<file path="src/rtl/alu_arbiter_pkg.sv">
// Shared opcode encodings and helpers for the two-requester ALU arbiter.
package alu_arbiter_pkg;

  localparam int ALU_W = 32;

  typedef logic [3:0] op_t;

  localparam op_t OP_ADD = 4'd0;
  localparam op_t OP_SUB = 4'd1;
  localparam op_t OP_NOT = 4'd2;
  localparam op_t OP_AND = 4'd3;
  localparam op_t OP_OR  = 4'd4;
  localparam op_t OP_XOR = 4'd5;
  localparam op_t OP_SLL = 4'd6;
  localparam op_t OP_SRL = 4'd7;
  localparam op_t OP_SRA = 4'd8;
  localparam op_t OP_MAX = 4'd8;

  function automatic logic op_legal(input op_t op);
    return op <= OP_MAX;
  endfunction

endpackage

</file>
<file path="src/rtl/alu_arbiter_if.sv">
// One requester's request and response valid/ready channels toward the ALU arbiter.
interface alu_arbiter_if #(
  parameter int W = 32
);
  logic         req_valid;
  logic         req_ready;
  logic [W-1:0] req_a;
  logic [W-1:0] req_b;
  logic [3:0]   req_op;
  logic         rsp_valid;
  logic         rsp_ready;
  logic [W-1:0] rsp_result;
  logic         rsp_err;

  modport master (
    output req_valid, req_a, req_b, req_op, rsp_ready,
    input  req_ready, rsp_valid, rsp_result, rsp_err
  );

  modport slave (
    input  req_valid, req_a, req_b, req_op, rsp_ready,
    output req_ready, rsp_valid, rsp_result, rsp_err
  );
endinterface

</file>
<file path="src/rtl/alu_arbiter_rr_arb2.sv">
// Two-way round-robin arbiter: one grant per cycle, pointer moves past each granted requester.
module rr_arb2 (
  input  logic       clk,
  input  logic       rst_n,
  input  logic [1:0] req_i,
  output logic [1:0] gnt_o
);

  logic ptr_q, ptr_d;

  always_comb begin
    gnt_o = 2'b00;
    if (req_i[0] && (!req_i[1] || !ptr_q)) gnt_o[0] = 1'b1;
    else if (req_i[1])                     gnt_o[1] = 1'b1;
  end

  always_comb begin
    ptr_d = ptr_q;
    if (gnt_o[0])      ptr_d = 1'b1;
    else if (gnt_o[1]) ptr_d = 1'b0;
  end

  always_ff @(posedge clk or negedge rst_n) begin
    if (!rst_n) ptr_q <= 1'b0;
    else        ptr_q <= ptr_d;
  end

endmodule

</file>
<file path="src/rtl/alu_arbiter.sv">
// Shares one pipelined ALU between two valid/ready requesters with round-robin grants.
// Build option: define ALU_ARB_OPCHECK_EN to trap opcodes above OP_MAX without issuing them.
module alu_arbiter
  import alu_arbiter_pkg::*;
#(
  parameter int W       = ALU_W,
  parameter int ALU_LAT = 1
) (
  input  logic         clk,
  input  logic         rst_n,
  alu_arbiter_if.slave req0_if,
  alu_arbiter_if.slave req1_if,
  output logic [W-1:0] alu_operand_a_o,
  output logic [W-1:0] alu_operand_b_o,
  output logic [3:0]   alu_op_o,
  input  logic [W-1:0] alu_result_i,
  output logic         busy_o
);

  localparam logic [1:0] S_IDLE   = 2'd0;
  localparam logic [1:0] S_FLIGHT = 2'd1;
  localparam logic [1:0] S_DONE   = 2'd2;

  logic [1:0]         req_valid, rsp_ready, elig, gnt;
  logic [1:0][W-1:0]  req_a, req_b;
  logic [1:0][3:0]    req_op;
  logic [1:0][1:0]    state_q, state_d;
  logic [1:0][W-1:0]  res_q;
  logic [1:0]         err_q, bad_q, bad_d;
  logic [W-1:0]       alu_a_q, alu_b_q, a_sel, b_sel;
  logic [3:0]         alu_op_q, op_sel;
  logic [ALU_LAT-1:0] trk_vld_q, trk_tag_q;
  logic               gidx, issue, cap, cap_tag;

  assign req_valid = {req1_if.req_valid, req0_if.req_valid};
  assign rsp_ready = {req1_if.rsp_ready, req0_if.rsp_ready};
  assign req_a     = {req1_if.req_a, req0_if.req_a};
  assign req_b     = {req1_if.req_b, req0_if.req_b};
  assign req_op    = {req1_if.req_op, req0_if.req_op};

  always_comb begin
    elig = 2'b00;
    for (int n = 0; n < 2; n++) elig[n] = (state_q[n] == S_IDLE) && req_valid[n];
  end

  rr_arb2 u_rr_arb2 (
    .clk   (clk),
    .rst_n (rst_n),
    .req_i (elig),
    .gnt_o (gnt)
  );

  assign gidx   = gnt[1];
  assign a_sel  = req_a[gidx];
  assign b_sel  = req_b[gidx];
  assign op_sel = req_op[gidx];

`ifdef ALU_ARB_OPCHECK_EN
  // Illegal opcodes still win the grant but bypass the ALU and finish one edge later.
  assign issue = (|gnt) && op_legal(op_sel);
  assign bad_d = ((|gnt) && !op_legal(op_sel)) ? gnt : 2'b00;
`else
  assign issue = |gnt;
  assign bad_d = 2'b00;
`endif

  // Issue stage: drive the ALU and enter the op into the latency tracker
  always_ff @(posedge clk or negedge rst_n) begin
    if (!rst_n) begin
      alu_a_q   <= '0;
      alu_b_q   <= '0;
      alu_op_q  <= '0;
      trk_vld_q <= '0;
      trk_tag_q <= '0;
      bad_q     <= '0;
    end else begin
      if (issue) begin
        alu_a_q  <= a_sel;
        alu_b_q  <= b_sel;
        alu_op_q <= op_sel;
      end
      trk_vld_q[0] <= issue;
      trk_tag_q[0] <= gidx;
      for (int i = 1; i < ALU_LAT; i++) begin
        trk_vld_q[i] <= trk_vld_q[i-1];
        trk_tag_q[i] <= trk_tag_q[i-1];
      end
      bad_q <= bad_d;
    end
  end

  assign cap     = trk_vld_q[ALU_LAT-1];
  assign cap_tag = trk_tag_q[ALU_LAT-1];

  always_comb begin
    state_d = state_q;
    for (int n = 0; n < 2; n++) begin
      case (state_q[n])
        S_IDLE:   if (gnt[n]) state_d[n] = S_FLIGHT;
        S_FLIGHT: if (bad_q[n] || (cap && cap_tag == 1'(n))) state_d[n] = S_DONE;
        S_DONE:   if (rsp_ready[n]) state_d[n] = S_IDLE;
        default:  state_d[n] = S_IDLE;
      endcase
    end
  end

  // Capture stage: result lands in the owning slot, held until the next capture
  always_ff @(posedge clk or negedge rst_n) begin
    if (!rst_n) begin
      state_q <= {S_IDLE, S_IDLE};
      res_q   <= '0;
      err_q   <= '0;
    end else begin
      state_q <= state_d;
      for (int n = 0; n < 2; n++) begin
        if (state_q[n] == S_FLIGHT) begin
          if (bad_q[n]) begin
            res_q[n] <= '0;
            err_q[n] <= 1'b1;
          end else if (cap && cap_tag == 1'(n)) begin
            res_q[n] <= alu_result_i;
            err_q[n] <= 1'b0;
          end
        end
      end
    end
  end

  assign req0_if.req_ready  = gnt[0];
  assign req1_if.req_ready  = gnt[1];
  assign req0_if.rsp_valid  = (state_q[0] == S_DONE);
  assign req1_if.rsp_valid  = (state_q[1] == S_DONE);
  assign req0_if.rsp_result = res_q[0];
  assign req1_if.rsp_result = res_q[1];
  assign req0_if.rsp_err    = err_q[0];
  assign req1_if.rsp_err    = err_q[1];

  assign alu_operand_a_o = alu_a_q;
  assign alu_operand_b_o = alu_b_q;
  assign alu_op_o        = alu_op_q;
  assign busy_o          = (state_q[0] != S_IDLE) || (state_q[1] != S_IDLE);

endmodule

</file>
<file path="src/flat_wrapper.sv">
// flat-port wrapper written by rule: the top's interface ports become plain ports
module alu_arbiter_flat import alu_arbiter_pkg::*;
#(
  parameter int W       = ALU_W,
  parameter int ALU_LAT = 1
)
  (clk, rst_n, alu_operand_a_o, alu_operand_b_o, alu_op_o, alu_result_i, busy_o, req0_if_req_valid, req0_if_req_a, req0_if_req_b, req0_if_req_op, req0_if_rsp_ready, req0_if_req_ready, req0_if_rsp_valid, req0_if_rsp_result, req0_if_rsp_err, req1_if_req_valid, req1_if_req_a, req1_if_req_b, req1_if_req_op, req1_if_rsp_ready, req1_if_req_ready, req1_if_rsp_valid, req1_if_rsp_result, req1_if_rsp_err);
  alu_arbiter_if #(.W(W)) req0_if_i ();
  alu_arbiter_if #(.W(W)) req1_if_i ();
  input  logic clk;
  input  logic rst_n;
  output logic [W-1:0] alu_operand_a_o;
  output logic [W-1:0] alu_operand_b_o;
  output logic [3:0] alu_op_o;
  input  logic [W-1:0] alu_result_i;
  output logic busy_o;
  input wire logic [$bits(req0_if_i.req_valid)-1:0] req0_if_req_valid;
  input wire logic [$bits(req0_if_i.req_a)-1:0] req0_if_req_a;
  input wire logic [$bits(req0_if_i.req_b)-1:0] req0_if_req_b;
  input wire logic [$bits(req0_if_i.req_op)-1:0] req0_if_req_op;
  input wire logic [$bits(req0_if_i.rsp_ready)-1:0] req0_if_rsp_ready;
  output wire logic [$bits(req0_if_i.req_ready)-1:0] req0_if_req_ready;
  output wire logic [$bits(req0_if_i.rsp_valid)-1:0] req0_if_rsp_valid;
  output wire logic [$bits(req0_if_i.rsp_result)-1:0] req0_if_rsp_result;
  output wire logic [$bits(req0_if_i.rsp_err)-1:0] req0_if_rsp_err;
  input wire logic [$bits(req1_if_i.req_valid)-1:0] req1_if_req_valid;
  input wire logic [$bits(req1_if_i.req_a)-1:0] req1_if_req_a;
  input wire logic [$bits(req1_if_i.req_b)-1:0] req1_if_req_b;
  input wire logic [$bits(req1_if_i.req_op)-1:0] req1_if_req_op;
  input wire logic [$bits(req1_if_i.rsp_ready)-1:0] req1_if_rsp_ready;
  output wire logic [$bits(req1_if_i.req_ready)-1:0] req1_if_req_ready;
  output wire logic [$bits(req1_if_i.rsp_valid)-1:0] req1_if_rsp_valid;
  output wire logic [$bits(req1_if_i.rsp_result)-1:0] req1_if_rsp_result;
  output wire logic [$bits(req1_if_i.rsp_err)-1:0] req1_if_rsp_err;
  assign req0_if_i.req_valid = req0_if_req_valid;
  assign req0_if_i.req_a = req0_if_req_a;
  assign req0_if_i.req_b = req0_if_req_b;
  assign req0_if_i.req_op = req0_if_req_op;
  assign req0_if_i.rsp_ready = req0_if_rsp_ready;
  assign req0_if_req_ready = req0_if_i.req_ready;
  assign req0_if_rsp_valid = req0_if_i.rsp_valid;
  assign req0_if_rsp_result = req0_if_i.rsp_result;
  assign req0_if_rsp_err = req0_if_i.rsp_err;
  assign req1_if_i.req_valid = req1_if_req_valid;
  assign req1_if_i.req_a = req1_if_req_a;
  assign req1_if_i.req_b = req1_if_req_b;
  assign req1_if_i.req_op = req1_if_req_op;
  assign req1_if_i.rsp_ready = req1_if_rsp_ready;
  assign req1_if_req_ready = req1_if_i.req_ready;
  assign req1_if_rsp_valid = req1_if_i.rsp_valid;
  assign req1_if_rsp_result = req1_if_i.rsp_result;
  assign req1_if_rsp_err = req1_if_i.rsp_err;
  alu_arbiter #(.W(W), .ALU_LAT(ALU_LAT)) u_core (.clk(clk), .rst_n(rst_n), .req0_if(req0_if_i), .req1_if(req1_if_i), .alu_operand_a_o(alu_operand_a_o), .alu_operand_b_o(alu_operand_b_o), .alu_op_o(alu_op_o), .alu_result_i(alu_result_i), .busy_o(busy_o));
endmodule
</file>
<file path="config.mk">
export PLATFORM = sky130hd
export DESIGN_NAME = alu_arbiter_flat
export DESIGN_NICKNAME = d
export VERILOG_FILES = /design/src/rtl/alu_arbiter_pkg.sv /design/src/rtl/alu_arbiter_if.sv /design/src/rtl/alu_arbiter_rr_arb2.sv /design/src/rtl/alu_arbiter.sv /design/src/flat_wrapper.sv
export SDC_FILE = /design/constraint.sdc
export NUM_CORES = 1
export LEC_CHECK = 0
export ABC_AREA = 1
export CAP_MARGIN = 10
export CORE_ASPECT_RATIO = 1.2
export CORE_MARGIN = 1.5
export CORE_UTILIZATION = 37
export DETAILED_ROUTE_END_ITERATION = 7
export PLACE_DENSITY = 0.77
export SETUP_SLACK_MARGIN = 0.3
export SYNTH_ARGS = -nofsm -noshare
export SYNTH_HDL_FRONTEND = slang
export SYNTH_SLANG_ARGS = --single-unit
</file>
<file path="constraint.sdc">
create_clock -name clk -period 1.43 [get_ports clk]
set_input_delay 0.286 -clock clk [delete_from_list [all_inputs] [get_ports clk]]
set_output_delay 0.286 -clock clk [all_outputs]
set_load 0.03 [all_outputs]
</file>
Word-level counts from Yosys, hierarchy flattened
Cells that the tools add are included. Widths: inputs -> output; s select.

Bits in registers: 139. Bits in latches: 0. RAM bits: 0. Memory bits (read-only): 0. Bits of input ports: 174. Output and inout bits: 139. Word-level logic and storage cells: 60. Memories: 0.

Add/sub/neg operators: 0. Multipliers: 0. Divide/modulo/power cells: 0. Order comparisons: 1. Equality and inequality tests: 10. Shift-type cells: 0. Mux-type cells: 19. Bitwise operators: 1. Reductions and logical operators: 19.

Operator list (number): $mux 32 (4); $mux 2 (6); $pmux 2 s3 (2); $mux 4 (2); $ne 2x1->1 const B (3); $ne 2x2->1 const B (3); $reduce_and 3->1 (2); $reduce_bool 2->1 (3); $logic_and 1x1->1 (5); $mux 1 (5); $eq 2x1->1 const B (2); $eq 2x2->1 const B (2); $logic_not 2->1 (2); $reduce_and 2->1 (2); $logic_not 1->1 (2); $logic_or 1x1->1 (2); $lt 1x2->1 const B (1); $reduce_or 2->1 (1); $not 1->1 (1).

Depth between registers and ports, before layout
Depth in word-level cells: 8. Gate-level depth with buffers: 8.

By module
A second synthesis with hierarchy kept.

Cells, all modules: 687. Area total of the unflattened synthesis: 5801.8 um^2.

Modules (own cells, without submodules): alu_arbiter (instances 1, cells each 677, area each 5734.2 um^2, sequential area each 3453.3 um^2); rr_arb2 (instances 1, cells each 10, area each 67.6 um^2, sequential area each 25.0 um^2).

Worst setup path before layout
No wires, ideal clock.

Kind: register -> output. From: register u_core.state_q[2] in the netlist's numbering. To: output req1_if_req_ready. Data arrival time: 1.211 ns. Data required time: 1.144 ns. Setup slack: -0.067 ns. Cell stages (with the launch flop): 7. Path through: dfrtp_1 nor2_2 nand2_2 inv_2 o21ai_2 buf_2 inv_1.

Word-level cells in the longest chain between the ends: 6. Elaborated cells between the ends (all ways): 7. Those cells by class: mux (2); reduce/logical (5).

Ends and longest elaborated chain: from (decl) (line alu_arbiter.sv:27) `logic [1:0][1:0] state_q, state_d;`; from (signal assigned) (line alu_arbiter.sv:110) `state_q <= {S_IDLE, S_IDLE};`; from (signal assigned) (line alu_arbiter.sv:114) `state_q <= state_d;`; $logic_not 2->1 * (line alu_arbiter.sv:43) `for (int n = 0; n < 2; n++) elig[n] = (state_q[n] == S_IDLE) && req_valid[n];`; $logic_and 1x1->1 * (line alu_arbiter.sv:43); $logic_not 1->1 (line alu_arbiter_rr_arb2.sv:13) `if (req_i[0] && (!req_i[1] || !ptr_q)) gnt_o[0] = 1'b1;`; $logic_or 1x1->1 (line alu_arbiter_rr_arb2.sv:13); $logic_and 1x1->1 (line alu_arbiter_rr_arb2.sv:13); $mux 1 * (line alu_arbiter_rr_arb2.sv:13); to (decl) (line flat_wrapper.sv:31) `output wire logic [$bits(req1_if_i.req_ready)-1:0] req1_if_req_ready;`.

Mark *: on every way between the ends. The rest lies on a longest branch, timed or not.

Worst setup path after layout
From: register u_core.state_q[3] in the netlist's numbering. To: output req0_if_req_ready.

Word-level cells in the longest chain between the ends: 6.

Ends and longest elaborated chain: $logic_not 2->1 (line alu_arbiter.sv:43); $logic_and 1x1->1 (line alu_arbiter.sv:43); $logic_not 1->1 (line alu_arbiter_rr_arb2.sv:13); $logic_or 1x1->1 (line alu_arbiter_rr_arb2.sv:13); $logic_and 1x1->1 (line alu_arbiter_rr_arb2.sv:13); $mux 1 (line alu_arbiter_rr_arb2.sv:13); to (decl) (line flat_wrapper.sv:22) `output wire logic [$bits(req0_if_i.req_ready)-1:0] req0_if_req_ready;`.

Every way passes these cells.

==> impl_metrics.tcl <==
set metrics [dict create \
    routabilityCongestion 0.795 \
    outcome "finished, violations left" \
    clkTransAtPathRegs_ps 80 \
    critPathArrivalTime_ps 1540 \
    io_buffer_count 310 \
    p_int_w 0.0181 \
    crit_cells 6 \
    htreeDepth 4 \
    drt_wl_total_mm 30.8 \
    core_mm2 0.0169 \
    multi_input_area_mm2 0.00309 \
    drt-initial-drc-count 427 \
    leakagePower_nw 6.47 \
    fill_cells 1035 \
    fp.dieArea_mm2 0.0181 \
    setup.worst_path.end_class "primary output" \
    hold_viol_final 0 \
    worstRegToRegCells 7 \
    grt_usage_pct 25.6 \
    grt_pass1_wl_mm 35.9 \
    yosysSeqAreaShare_pct 54.4 \
    die_height_um 147 \
    ys_warn_count 0 \
    worst-path-buf-inv 3 \
    start_util_pct 37.8 \
    dp_hpwl_mm 14.9 \
    ios 313 \
    ys_types 18 \
    final_core_util_pct 77.6 \
    final_common_cell "clkdlybuf4s50_1" \
    cp_top_family "flip-flops" \
    cts_buffer_depth 2 \
    cts_sinks 139 \
    synthCells 799 \
    clockRootBuffer "clkbuf_16" \
    antenna_found_initial 0 \
    post_drt_wl_per_cell_um 21.3 \
    setup_slack_ps -391 \
    syn_to_final_growth_pct 105 \
    violations "negative setup slack" \
    synth.cell_area_mm2 0.00639 \
    layout_common_cells "172 x clkdlybuf4s50_1, 153 x buf_6, 138 x dfrtp_1" \
    power_frac_comb_pct 63.6 \
    drive_gt1_share_pct 40.6 \
    ir_drop_uv 1140 \
    cp_max_fo 3 \
    hold_path_class "input pin to async pin" \
    gr-total-overflow 0 \
    grt_max_degree 66 \
    seqCellArea_mm2 0.00348 \
    post_dp_cell_area_mm2 0.0100 \
    slowest_stage "dfrtp_1" \
    netlist.area_leader.share_pct 54.4 \
    synth_seq_cells 139 \
    critPathRequiredTime_ps 1140 \
    vias 7806 \
    grt_pass1_vias 7005 \
    pre_cts_slack_ps -256 \
    yosysTopAreaCell "dfrtp_1" \
    start_kind "flop" \
    via_per_inst 5.40 \
    fmax_mhz 549 \
    drc 0 \
    fp.dieW_um 123 \
    ant_nets 0 \
    insertedDiodeCount 0 \
    rsz0062_at_grt "yes" \
    path_cells "nor2_4, buf_6, nand3_4, nand2_4, inv_6, buf_8" \
    dr.pass1.iters 6 \
    finalCritPeriodShare_pct 127 \
    r2r_slack_ps -370 \
    p_switching_w 0.0150 \
    critical_path_class "flop to primary output" \
    power.density_mw_per_mm2 2520 \
    setup_viol 137 \
    finalMaxSlewViolations 0 \
    clk_latency_ps 420 \
    finalCriticalPeriod_ps 1820 \
    fin_nets 1391 \
    clkPwrFrac_pct 12.8 \
    cts_tree "done" \
    max_stage_delay_ps 430 \
    p_seq_share_pct 23.6 \
    rows 52 \
    maxCapViolCount 0 \
    cts_buffers 17 \
    skew_ps 17.1 \
    finalPower_w 0.0331 \
    design_area_mm2 0.0131 \
    synth_area_leaders "dfrtp_1 54%, nand2_1 12%, nand3_1 11%, inv_1 6.3%, a21oi_1 5.3%" \
    power_switching_share_pct 45.3 \
    syn_avg_cell_area_um2 8.00 \
]
-- synthesized netlist by cell type --
cell,n
nand2_1,206
dfrtp_1,139
nand3_1,139
inv_1,108
a21oi_1,68
o21ai_0,66
buf_2,27
clkbuf_1,24
buf_4,6
nor2_1,4
inv_2,2
nand2_2,2
nor2_2,2
o31ai_1,2
buf_6,1
conb_1,1
nand2_4,1
o21ai_2,1
-- cells by family (layout without fill, tap and decap cells) --
kind of cell	after synthesis	after routing	share of synthesized area (%)
other	1	2	0.0587
buffers and inverters	168	598	10.9
AO/OA/AOI/OAI	137	137	10.9
AND/OR/NAND/NOR	354	354	23.8
flip-flops	139	139	54.4
-- worst register-to-register path, delay by kind of cell, from the launching register on --
kind	cells	cell delay, ps
DFF	1	400
AOI/OAI and AO/OA	1	370
buffers and inverters	5	720
and+or+nand+nor	1	180
-- state kept, by name (all words and copies together) (netlist names) --
register / flops
u_core.alu_operand_a_o: 32
u_core.alu_operand_b_o: 32
u_core.req0_if.rsp_result: 32
u_core.req1_if.rsp_result: 32
u_core.alu_op_o: 4
u_core.state_q: 4
u_core.cap: 1
u_core.cap_tag: 1
u_core.u_rr_arb2.ptr_q: 1
-- final timing paths --
check                                           startpoint                            end
worst max-delay path                     u_core.state_q[3]              req0_if_req_ready
worst min-delay path                                 rst_n  u_core.req1_if.rsp_result[13]
worst max register to register           u_core.state_q[0]  u_core.req0_if.rsp_result[28]
worst min register to register  u_core.alu_operand_a_o[11]     u_core.alu_operand_a_o[11]
max in group asynchronous                            rst_n   u_core.req0_if.rsp_result[1]
min in group clk                          alu_result_i[25]  u_core.req1_if.rsp_result[25]
-- power groups by stage --
stage,combinational (W),clock (W),sequential [W]
global route,0.0221,0.00447,0.00795
floorplan,0.00455,0,0.0107
finish,0.0211,0.00424,0.00780
CTS,0.0170,0.00423,0.00754
detailed placement,0.0147,0,0.00712
global placement,0.0144,0,0.00706
-- metal layers --
| metal | track usage (%) | vias up | wire length, um |
|---|---|---|---|
| met1 | 28.5 | 3775 | 10600 |
| li1 | - | 3389 | - |
| met5 | 0 | - | 0 |
| met3 | 8.27 | 149 | 2750 |
| met4 | 11.5 | 0 | 1870 |
| met2 | 44.2 | 493 | 15500 |
-- metrics by stage --
step	hold WS, ps	std cells	setup TNS [ps]
final	272	1446	-28140
after global routing	280	1446	-32350
after CTS	259	1373	-5570
after detailed placement	135	1301	-15630
after global placement	132	1301	-13190
after floorplan	-9.59	800	0
-- area by class of cell --
cell class,instances,area share (%)
well taps,216,2.06
flip-flops and latches,139,26.5
clock buffers,18,3.27
multi-input cells,493,23.5
clock inverters,14,0.972
inverters,110,3.31
repair buffers,456,40.4
-- timing repair --
action	4_1_cts	5_1_grt
cloned	10	19
endpoints found under the hold margin	116	0
hold buffers	1	0
setup endpoints to repair	272	274
gates resized for setup	1001	205
buffers inserted	29	54
pin swaps	22	13
Power figures use the tool's default switching activity.
